$ cat config.mk
export PLATFORM = sky130hd
export DESIGN_NAME = memory_bus_fabric
export DESIGN_NICKNAME = d
export VERILOG_FILES = /design/src/rtl/memory_bus_fabric.sv
export SDC_FILE = /design/constraint.sdc
export NUM_CORES = 1
export LEC_CHECK = 0
export ABC_CLOCK_PERIOD_IN_PS = 7400
export BUFFER_PORTS_ARGS = -buffer_cell sky130_fd_sc_hd__buf_2
export CORE_MARGIN = 4
export CORE_UTILIZATION = 30
export DETAILED_ROUTE_END_ITERATION = 8
export GPL_TIMING_DRIVEN = 0
export PLACE_DENSITY_LB_ADDON = 0.12
export SLEW_MARGIN = 20
export SYNTH_ARGS = -nofsm -noshare
export SYNTH_HDL_FRONTEND = slang
export SYNTH_HIERARCHICAL = 1
export SYNTH_SLANG_ARGS = --single-unit
export TNS_END_PERCENT = 1
$ cat constraint.sdc
create_clock -name clk -period 7.4 [get_ports clk]
set_input_delay 0.37 -clock clk [delete_from_list [all_inputs] [get_ports clk]]
set_output_delay 0.37 -clock clk [all_outputs]
set_load 0.01 [all_outputs]
$ cat src/rtl/memory_bus_fabric.sv
// Round-robin fabric joining NUM_CLIENTS requesters to one memory port, with a
// request FIFO toward memory and an in-order, source-routed response FIFO back.

module memory_bus_fabric_checker #(
    parameter int NUM_CLIENTS = 4
) (
    input logic                   i_clk,
    input logic                   i_reset,
    input logic                   i_req_push,
    input logic                   i_req_full,
    input logic                   i_req_pop,
    input logic                   i_req_empty,
    input logic                   i_rsp_push,
    input logic                   i_rsp_full,
    input logic                   i_rsp_pop,
    input logic                   i_rsp_empty,
    input logic [NUM_CLIENTS-1:0] i_cl_req_ready
);
    a_req_no_overflow:  assert property (@(posedge i_clk) disable iff (i_reset) !(i_req_push && i_req_full));
    a_req_no_underflow: assert property (@(posedge i_clk) disable iff (i_reset) !(i_req_pop && i_req_empty));
    a_rsp_no_overflow:  assert property (@(posedge i_clk) disable iff (i_reset) !(i_rsp_push && i_rsp_full));
    a_rsp_no_underflow: assert property (@(posedge i_clk) disable iff (i_reset) !(i_rsp_pop && i_rsp_empty));
    a_grant_onehot0:    assert property (@(posedge i_clk) $onehot0(i_cl_req_ready));
endmodule

module memory_bus_fabric #(
    parameter int NUM_CLIENTS = 4,
    parameter int SRC_W       = 3,
    parameter int ADDR_W      = 32,
    parameter int DATA_W      = 64,
    parameter int REQ_DEPTH   = 4,
    parameter int RSP_DEPTH   = 4
) (
    input  logic                          clk,
    input  logic                          reset,
    input  logic [NUM_CLIENTS-1:0]        cl_req_valid,
    output logic [NUM_CLIENTS-1:0]        cl_req_ready,
    input  logic [2*NUM_CLIENTS-1:0]      cl_req_cmd,
    input  logic [ADDR_W*NUM_CLIENTS-1:0] cl_req_addr,
    input  logic [DATA_W*NUM_CLIENTS-1:0] cl_req_data,
    output logic [NUM_CLIENTS-1:0]        cl_rsp_valid,
    input  logic [NUM_CLIENTS-1:0]        cl_rsp_ready,
    output logic [DATA_W-1:0]             cl_rsp_data,
    output logic                          mem_req_valid,
    input  logic                          mem_req_ready,
    output logic [1:0]                    mem_req_cmd,
    output logic [SRC_W-1:0]              mem_req_src,
    output logic [ADDR_W-1:0]             mem_req_addr,
    output logic [DATA_W-1:0]             mem_req_data,
    input  logic                          mem_rsp_valid,
    output logic                          mem_rsp_ready,
    input  logic [SRC_W-1:0]              mem_rsp_src,
    input  logic [DATA_W-1:0]             mem_rsp_data,
    output logic [$clog2(REQ_DEPTH):0]    req_count,
    output logic                          err_sticky
);
    localparam int CL_W   = (NUM_CLIENTS > 1) ? $clog2(NUM_CLIENTS) : 1;
    localparam int REQ_AW = $clog2(REQ_DEPTH);
    localparam int RSP_AW = $clog2(RSP_DEPTH);
    localparam logic [CL_W-1:0]   CL_LAST  = CL_W'(NUM_CLIENTS - 1);
    localparam logic [REQ_AW:0]   REQ_FULL = (REQ_AW + 1)'(REQ_DEPTH);
    localparam logic [RSP_AW:0]   RSP_FULL = (RSP_AW + 1)'(RSP_DEPTH);

    logic [1:0]        r_req_cmd  [REQ_DEPTH];
    logic [SRC_W-1:0]  r_req_src  [REQ_DEPTH];
    logic [ADDR_W-1:0] r_req_addr [REQ_DEPTH];
    logic [DATA_W-1:0] r_req_data [REQ_DEPTH];
    logic [SRC_W-1:0]  r_rsp_src  [RSP_DEPTH];
    logic [DATA_W-1:0] r_rsp_data [RSP_DEPTH];

    logic [REQ_AW-1:0] r_req_wr, r_req_rd;
    logic [REQ_AW:0]   r_req_count;
    logic [RSP_AW-1:0] r_rsp_wr, r_rsp_rd;
    logic [RSP_AW:0]   r_rsp_count;
    logic [CL_W-1:0]   r_rr_ptr;
    logic              r_err;

    logic [1:0]             w_cl_cmd  [NUM_CLIENTS];
    logic [ADDR_W-1:0]      w_cl_addr [NUM_CLIENTS];
    logic [DATA_W-1:0]      w_cl_data [NUM_CLIENTS];
    logic [NUM_CLIENTS-1:0] w_cl_req_ready;
    logic [NUM_CLIENTS-1:0] w_cl_rsp_valid;
    logic [CL_W-1:0]        w_scan_idx, w_grant_idx, w_rr_next;
    logic                   w_grant_any, w_req_accept, w_req_push, w_req_pop, w_req_err;
    logic                   w_req_full, w_req_empty, w_mem_req_valid;
    logic                   w_rsp_room, w_rsp_hs, w_rsp_src_ok, w_rsp_push, w_rsp_pop, w_rsp_err;
    logic                   w_rsp_head_valid, w_rsp_full, w_rsp_empty;
    logic [1:0]             w_sel_cmd;

    for (genvar gi = 0; gi < NUM_CLIENTS; gi++) begin : g_client
        assign w_cl_cmd[gi]       = cl_req_cmd[2*gi +: 2];
        assign w_cl_addr[gi]      = cl_req_addr[ADDR_W*gi +: ADDR_W];
        assign w_cl_data[gi]      = cl_req_data[DATA_W*gi +: DATA_W];
        assign w_cl_rsp_valid[gi] = w_rsp_head_valid && (r_rsp_src[r_rsp_rd] == SRC_W'(gi));
    end

    // Round-robin search from the pointer upward, wrapping past the last client.
    always_comb begin
        w_grant_any = 1'b0;
        w_grant_idx = '0;
        w_scan_idx  = '0;
        for (int k = 0; k < NUM_CLIENTS; k++) begin
            w_scan_idx = CL_W'((int'(r_rr_ptr) + k) % NUM_CLIENTS);
            if (!w_grant_any && cl_req_valid[w_scan_idx]) begin
                w_grant_any = 1'b1;
                w_grant_idx = w_scan_idx;
            end else begin
                w_grant_any = w_grant_any;
            end
        end
    end

    // Fullness uses the registered count only; a same-cycle pop does not free a slot.
    assign w_req_full      = (r_req_count == REQ_FULL);
    assign w_req_empty     = (r_req_count == '0);
    assign w_req_accept    = !reset && w_grant_any && !w_req_full;
    assign w_sel_cmd       = w_cl_cmd[w_grant_idx];
    assign w_req_push      = w_req_accept && !w_sel_cmd[1];
    assign w_req_err       = w_req_accept && w_sel_cmd[1];
    assign w_mem_req_valid = !reset && !w_req_empty;
    assign w_req_pop       = w_mem_req_valid && mem_req_ready;
    assign w_rr_next       = (w_grant_idx == CL_LAST) ? '0 : w_grant_idx + CL_W'(1);

    always_comb begin
        w_cl_req_ready = '0;
        if (w_req_accept) begin
            w_cl_req_ready[w_grant_idx] = 1'b1;
        end else begin
            w_cl_req_ready = '0;
        end
    end

    assign w_rsp_full       = (r_rsp_count == RSP_FULL);
    assign w_rsp_empty      = (r_rsp_count == '0);
    assign w_rsp_room       = !reset && !w_rsp_full;
    assign w_rsp_hs         = mem_rsp_valid && w_rsp_room;
    assign w_rsp_src_ok     = (int'(mem_rsp_src) < NUM_CLIENTS);
    assign w_rsp_push       = w_rsp_hs && w_rsp_src_ok;
    assign w_rsp_err        = w_rsp_hs && !w_rsp_src_ok;
    assign w_rsp_head_valid = !reset && !w_rsp_empty;
    assign w_rsp_pop        = |(w_cl_rsp_valid & cl_rsp_ready);

    // Control state: pointers, occupancy, arbitration pointer and sticky error.
    always_ff @(posedge clk) begin
        if (reset) begin
            r_rr_ptr    <= '0;
            r_req_wr    <= '0;
            r_req_rd    <= '0;
            r_req_count <= '0;
            r_rsp_wr    <= '0;
            r_rsp_rd    <= '0;
            r_rsp_count <= '0;
            r_err       <= 1'b0;
        end else begin
            if (w_req_accept) r_rr_ptr <= w_rr_next;
            if (w_req_push)   r_req_wr <= r_req_wr + REQ_AW'(1);
            if (w_req_pop)    r_req_rd <= r_req_rd + REQ_AW'(1);
            if (w_rsp_push)   r_rsp_wr <= r_rsp_wr + RSP_AW'(1);
            if (w_rsp_pop)    r_rsp_rd <= r_rsp_rd + RSP_AW'(1);
            case ({w_req_push, w_req_pop})
                2'b10:   r_req_count <= r_req_count + (REQ_AW + 1)'(1);
                2'b01:   r_req_count <= r_req_count - (REQ_AW + 1)'(1);
                default: r_req_count <= r_req_count;
            endcase
            case ({w_rsp_push, w_rsp_pop})
                2'b10:   r_rsp_count <= r_rsp_count + (RSP_AW + 1)'(1);
                2'b01:   r_rsp_count <= r_rsp_count - (RSP_AW + 1)'(1);
                default: r_rsp_count <= r_rsp_count;
            endcase
            if (w_req_err || w_rsp_err) r_err <= 1'b1;
        end
    end

    // Packet storage; contents are meaningless until the matching count says otherwise.
    always_ff @(posedge clk) begin
        if (w_req_push) begin
            r_req_cmd[r_req_wr]  <= w_sel_cmd;
            r_req_src[r_req_wr]  <= SRC_W'(w_grant_idx);
            r_req_addr[r_req_wr] <= w_cl_addr[w_grant_idx];
            r_req_data[r_req_wr] <= w_cl_data[w_grant_idx];
        end
        if (w_rsp_push) begin
            r_rsp_src[r_rsp_wr]  <= mem_rsp_src;
            r_rsp_data[r_rsp_wr] <= mem_rsp_data;
        end
    end

    assign cl_req_ready  = w_cl_req_ready;
    assign cl_rsp_valid  = w_cl_rsp_valid;
    assign cl_rsp_data   = r_rsp_data[r_rsp_rd];
    assign mem_req_valid = w_mem_req_valid;
    assign mem_req_cmd   = r_req_cmd[r_req_rd];
    assign mem_req_src   = r_req_src[r_req_rd];
    assign mem_req_addr  = r_req_addr[r_req_rd];
    assign mem_req_data  = r_req_data[r_req_rd];
    assign mem_rsp_ready = w_rsp_room;
    assign req_count     = r_req_count;
    assign err_sticky    = r_err;

    memory_bus_fabric_checker #(.NUM_CLIENTS(NUM_CLIENTS)) u_checker (
        .i_clk          (clk),
        .i_reset        (reset),
        .i_req_push     (w_req_push),
        .i_req_full     (w_req_full),
        .i_req_pop      (w_req_pop),
        .i_req_empty    (w_req_empty),
        .i_rsp_push     (w_rsp_push),
        .i_rsp_full     (w_rsp_full),
        .i_rsp_pop      (w_rsp_pop),
        .i_rsp_empty    (w_rsp_empty),
        .i_cl_req_ready (w_cl_req_ready)
    );
endmodule

==> results.yml, run 1 <==
routing:
  wire_per_inst_um: 22.8
  drc: 0
  totalWireLength_um: 86800
  vias: 18028
  firstDrtPassIters: 5
  viasPerCell: 4.74
  drt_iter0_markers: 953
  antenna_left: 0
cts:
  h-tree-depth: 3
  cts_buffer_depth: 3
  clk_pin_slew_ns: 0.06
  cts_tree: "built"
  cts_resized: 0
  cts_sinks: 689
  cts_buffers: 79
  cts_root_buf: "clkbuf_16"
  clk_latency_ns: 0.60
layout:
  area_growth_pct: 30.0
  fin_area_um2: 36700
  drive_gt1_share_pct: 38.3
  fin_nets: 2964
  fin_util_pct: 39.3
  final_cells: 3807
synth:
  avgSynthCellArea_um2: 16.9
  synth-edff-count: 668
  netlist_instances: 1669
  ys_warn_count: 6
  syn_area_um2: 28200
  ys_seq_elements: 689
  synth_top_family_by_area: "multiplexers"
  synthAdderAreaFrac_pct: 0.763
  synthSimpleGateAreaFrac_pct: 8.47
  async_flop_share_pct: 0
  synth-xor-area-share_pct: 0.248
  seq_area_frac_synth_pct: 72.6
  synth_mux_area_share_pct: 13.7
  syn_nets: 2156
  synth_compound_area_share_pct: 2.55
  synthFlopType: "edfxtp_1"
  yosys.cell_types.count: 41
die:
  ios: 650
  dieArea_um2: 99000
  start_util_pct: 30.2
  fp.dieH_um: 315
  core-area_um2: 93300
  fp.dieW_um: 315
  core.rowCount: 112
setup_path:
  cpPeakStageDelay_ns: 0.65
  endpoint_kind: "output pin"
  crit_chain: "nand2_1 -> a221o_1 -> and2_1 -> buf_2 -> clkbuf_2 -> clkbuf_1 -> ha_1 -> and2_1 -> buf_2"
  crit_slowest_cell: "clkbuf_1"
  path_class: "reg -> out"
  cp.arrival_ns: 3.57
  cp.required_ns: 7.03
  critPathTopFamily: "buffers and inverters"
  cp_max_fo: 15
  critPathBufInv: 4
  start_kind: "flop"
global_routing:
  grt_pass1_wl_um: 124000
  antenna_found_initial: 19
  grt_max_degree: 43
  overflow: 0
  track_usage_pct: 17.0
  first_global_vias: 18942
timing:
  max_freq_ghz: 0.254
  finalSetupViolCount: 0
  post-route-period-util_pct: 53.2
  final_hold_viol_count: 0
  rsz0062_at_grt: "no"
  finalMaxSlewViolations: 0
  maxSlewHeadroom_pct: 29.9
  tns_ns: 0
  fin_crit_ns: 3.94
  skew_ns: 0.0167
  tightest_slew_ns: 1.05
power:
  p_seq_share_pct: 43.7
  peakVddDrop_mv: 0.204
  p_int_mw: 8.17
  switching_share_pct: 28.3
  cellLeakagePower_nw: 13.3
  p_sw_mw: 3.23
  p_clk_share_pct: 34.0
  power_density_nw_per_um2: 311
  comb_power_share_pct: 22.3
placed_design:
  port_buffers: 648
  gp_congestion: 1.00
  dp_hpwl_um: 61600
  dpl_cell_area_um2: 33400
  placedCellCount: 3584
flow_run:
  drv_cap: 0
worst_hold_path:
  hold_class: "in -> reg"
status:
  status: "finished clean"
-- final timing paths --
path	startpoint	to	slack, ns	cells past startpoint
setup / recovery	r_rr_ptr[1]	cl_req_ready[3]	3.46	9
hold / removal	mem_rsp_src[2]	r_rsp_src[3][2]	0.04	1
setup reg to reg	r_rr_ptr[1]	r_req_data[2][5]	3.76	9
hold reg to reg	r_rsp_count[2]	r_rsp_count[2]	0.51	2
-- timing repair --
item | 4_1_cts | 5_1_grt
hold endpoints to repair | 264 | 0
setup buffers | 0 | 0
hold buffers | 66 | 0
-- per-stage QoR --
stage	power (mW)	setup WS (ns)	hold slack (ns)
2_1_floorplan	6.44	3.07	0.469
3_3_place_gp	7.61	-1.53	0.492
3_5_place_dp	7.66	3.57	0.504
4_1_cts	11.6	3.27	0.000508
5_1_grt	12.0	3.17	0.0202
6_report	11.4	3.46	0.0440
-- per-layer routing --
metal,global-route usage (%),wire [um],up-vias
met2,29.2,43100,630
met3,5.48,7720,105
met5,0,100,-
met4,4.22,1650,14
met1,20.9,34300,9121
li1,-,-,8158
-- cells in the final DEF, fill, tap and decap left out, drive strengths merged, types with 2 or more instances in the layout --
master,Yosys,final
clkinv,0,24
mux2i,8,8
o21ai,2,2
nor2,24,24
a21oi,5,5
a31oi,99,99
dlygate4sd3,0,66
mux4,167,167
xor2,6,6
dfxtp,21,21
or3,3,3
clkbuf,66,171
and2,14,14
nand2,395,395
clkinvlp,0,2
bufinv,0,9
nor3b,2,2
and3,98,98
xnor2,2,2
fa,2,2
nor3,4,4
ha,14,14
nor2b,2,2
diode,0,13
buf,37,698
edfxtp,668,668
inv,17,21
-- worst register-to-register path, cell delays in order (launching register included) --
cell and delay [ns]:
dfxtp_1 0.43, mux2i_1 0.21, nor2_1 0.08, nor3_4 0.55, buf_8 0.24, inv_2 0.27, nor2_1 0.19, a22o_1 0.32
and2_4 0.64, buf_16 0.31
-- Yosys cell counts, drive strengths merged, types with 2 or more instances --
cell	instances	area share, %
a21oi	5	0.089
a31oi	99	2.2
and2	14	0.31
and3	98	2.2
buf	37	0.60
clkbuf	66	0.88
dfxtp	21	1.5
edfxtp	668	71
fa	2	0.14
ha	14	0.62
inv	17	0.23
mux2i	8	0.28
mux4	167	13
nand2	395	5.3
nor2	24	0.32
nor2b	2	0.044
nor3	4	0.089
nor3b	2	0.053
o21ai	2	0.035
or3	3	0.067
xnor2	2	0.062
xor2	6	0.19
-- power by group through the flow --
stage                     Sequential (mW)  Clock (mW)  Combinational, mW
final                                4.98        3.87               2.54
after global placement               5.11           0               2.49
after floorplan                      5.07           0               1.37
after detailed placement             5.07           0               2.59
after global routing                 5.01        4.19               2.80
after CTS                            4.99        4.00               2.63
-- registers in the layout (all words and copies together), names as in the netlist, 2 cells and up, named ones only --
name,cells
r_req_addr,128
r_req_cmd,8
r_req_data,256
r_req_rd,2
r_req_src,8
r_req_wr,2
r_rr_ptr,2
r_rsp_count,3
r_rsp_data,256
r_rsp_rd,2
r_rsp_src,12
r_rsp_wr,2
req_count,3
-- logic make-up after synthesis --
kind of cell | Yosys count
XOR/XNOR | 8
other | 1
adder cells (fa/ha/maj) | 16
AO/OA/AOI/OAI | 112
buffers and inverters | 120
AND/OR/NAND/NOR | 547
flip-flops | 689
multiplexers | 176
-- cell type report --
cell class | count | area, um2
Tap cell | 1254 | 1570
Timing Repair Buffer | 727 | 4250
Inverter | 17 | 63.8
Clock inverter | 39 | 434
Sequential cell | 689 | 20500
Antenna cell | 13 | 32.5
Fill cell | 8833 | 56600
Multi-Input combinational cell | 860 | 7280
Clock buffer | 105 | 2160
Buffer | 103 | 420
No activity file was read; power rests on OpenSTA's default activity.
==> inputs of run 2 (changes only) <==
--- a/config.mk
+++ b/config.mk
@@ -5,7 +5,7 @@
 export SDC_FILE = /design/constraint.sdc
 export NUM_CORES = 1
 export LEC_CHECK = 0
-export ABC_CLOCK_PERIOD_IN_PS = 7400
+export ABC_CLOCK_PERIOD_IN_PS = 3300
 export BUFFER_PORTS_ARGS = -buffer_cell sky130_fd_sc_hd__buf_2
 export CORE_MARGIN = 4
 export CORE_UTILIZATION = 30
==> constraint.sdc (replaced) <==
create_clock -name clk -period 3.3 [get_ports clk]
set_input_delay 0.165 -clock clk [delete_from_list [all_inputs] [get_ports clk]]
set_output_delay 0.165 -clock clk [all_outputs]
set_load 0.01 [all_outputs]
==> results.yml, run 2 (synthesis results as in run 1) <==
status:
  status: "finished clean"
power:
  peakVddDrop_mv: 0.394
  power_density_nw_per_um2: 681
  total_power_mw: 25.2
  cellLeakagePower_nw: 13.4
placed_design:
  dpl_cell_area_um2: 33400
  gp_congestion: 0.994
  dp_hpwl_um: 62700
  port_buffers: 648
  placedCellCount: 3587
worst_hold_path:
  hold_class: "in -> reg"
  worstHoldPathCells: 3
  whs_endpoint: "r_req_data[3][42]"
  min_from: "cl_req_data[106]"
die:
  core.rowCount: 112
  start_util_pct: 30.2
  core-area_um2: 93300
  fp.dieW_um: 315
  ios: 650
  fp.dieH_um: 315
  dieArea_um2: 99000
cts:
  h-tree-depth: 3
  cts_sinks: 689
  cts_tree: "built"
  cts_buffers: 74
  clk_latency_ns: 0.60
  cts_buffer_depth: 3
  cts_root_buf: "clkbuf_16"
  clk_pin_slew_ns: 0.06
layout:
  area_growth_pct: 31.1
  fin_nets: 3001
  fin_util_pct: 39.6
  multi_input_area_um2: 7340
  final_cells: 3830
  seq_area_um2: 20500
  fin_area_um2: 37000
  drive_gt1_share_pct: 38.8
  mostFrequentLayoutCell: "edfxtp_1"
  final_cell_mix: "668 x edfxtp_1, 662 x buf_2, 394 x nand2_1, 167 x mux4_2, 102 x dlygate4sd3_1"
  nFillCells: 8815
  reg.largest.list: "r_req_data (256), r_rsp_data (256), r_req_addr (128)"
global_routing:
  overflow: 0
  antenna_found_initial: 15
  grt_max_degree: 42
  track_usage_pct: 17.3
  grt_pass1_wl_um: 125000
  first_global_vias: 18945
timing:
  final_hold_viol_count: 0
  finalMaxSlewViolations: 0
  tns_ns: 0
  finalSetupViolCount: 0
  fin_crit_ns: 3.17
  max_freq_ghz: 0.316
  rsz0062_at_grt: "yes"
  maxSlewHeadroom_pct: 26.9
  tightest_slew_ns: 1.10
  skew_ns: 0.0123
  post-route-period-util_pct: 96.0
setup_path:
  timing.rr.start: "r_rr_ptr[1]"
  rrSetupSlack_ns: 0.13
  cp.required_ns: 3.82
  crit_chain: "nand2_1 -> a221o_1 -> and2_1 -> buf_4 -> mux2i_2 -> a22o_2 -> inv_1 -> ha_1 -> inv_1 -> fa_1 -> xor2_1 -> or3_1 -> a21oi_1"
  crit_slowest_cell: "dfxtp_1"
  path_class: "reg -> reg"
  cp_max_fo: 9
  reg2regPathDepth: 13
  r2r_end: "req_count[2]"
  endpoint_kind: "flop"
  cpPeakStageDelay_ns: 0.41
  start_kind: "flop"
  crit_top_cell: "inv_1"
  cp.arrival_ns: 3.69
routing:
  firstDrtPassIters: 5
  drt_iter0_markers: 1025
  viasPerCell: 4.73
  totalWireLength_um: 88200
  antenna_left: 0
  drc: 0
  vias: 18121
  wire_per_inst_um: 23.0
flow_run:
  drv_cap: 0
[run 2: cell count changes in the layout (fill, tap and decap cells not counted), moves of 4 or more]
cell	before	now
a31oi_1	99	93
a31oi_2	0	6
buf_1	20	12
buf_12	0	6
buf_4	1	5
clkbuf_1	85	69
clkbuf_16	83	79
clkbuf_2	3	11
clkinv_2	7	12
diode_2	13	9
dlygate4sd3_1	66	102
[run 2: power by group]
group | internal [mW] | leakage [nW] | switching (mW) | total [mW]
logic | 2.09 | 6.06 | 3.85 | 5.95
registers | 11.0 | 6.22 | 0.160 | 11.2
clock network | 4.81 | 1.15 | 3.25 | 8.06
[run 2: area by class of cell]
class	count	share of cell area [%]
antenna	9	0.0609
buffer	103	1.30
tap	1254	4.24
inverter	17	0.179
timing repair buffer	768	12.6
multi-input combinational	861	19.8
clock buffer	92	5.48
sequential	689	55.4
clock inverter	37	0.923
[run 2: worst max-delay path by stage]
stage                     cells past startpoint                end  slack [ns]         from
after floorplan                               7   r_req_addr[1][0]       -1.03  r_rr_ptr[1]
after global placement                        7   r_req_data[3][9]       -5.66  r_rr_ptr[1]
after detailed placement                     10  r_req_data[0][15]       -0.60  r_rr_ptr[1]
after CTS                                     9  r_req_data[0][12]       -0.15  r_rr_ptr[1]
after global routing                          9  r_req_data[2][49]       -0.04  r_rr_ptr[1]
final                                        13       req_count[2]        0.13  r_rr_ptr[1]
[run 2: per-layer routing]
layer  vias up  track usage [%]  routed length, um
met3       102             4.44               6430
met4         6             4.34               1620
met5         -                0                 47
met2       609             30.3              44900
li1       8202                -                  -
met1      9202             21.4              35200
[run 2: critical path, delay by kind of cell, from the launching register on]
| family | cells | cell delay, ns |
|---|---|---|
| AOI/OAI and AO/OA | 3 | 0.81 |
| xor gates and xnor gates | 1 | 0.15 |
| adders and majority gates | 2 | 0.56 |
| buffers and inverters | 3 | 0.36 |
| DFF | 1 | 0.41 |
| muxes | 1 | 0.24 |
| and+or+nand+nor | 3 | 0.55 |
[run 2: repair_timing]
action,4_1_cts,5_1_grt
pin swaps,2,2
setup endpoints to repair,569,306
hold buffers,102,0
gates resized for setup,19,21
endpoints found under the hold margin,349,0
setup buffers,1,1
cloned,1,0
[run 2: stage by stage]
step	hold slack (ns)	worst slack (ns)
floorplan	0.264	-1.03
global placement	0.374	-5.66
detailed placement	0.381	-0.604
CTS	0.00139	-0.152
global route	0.0205	-0.0402
finish	0.0395	0.132
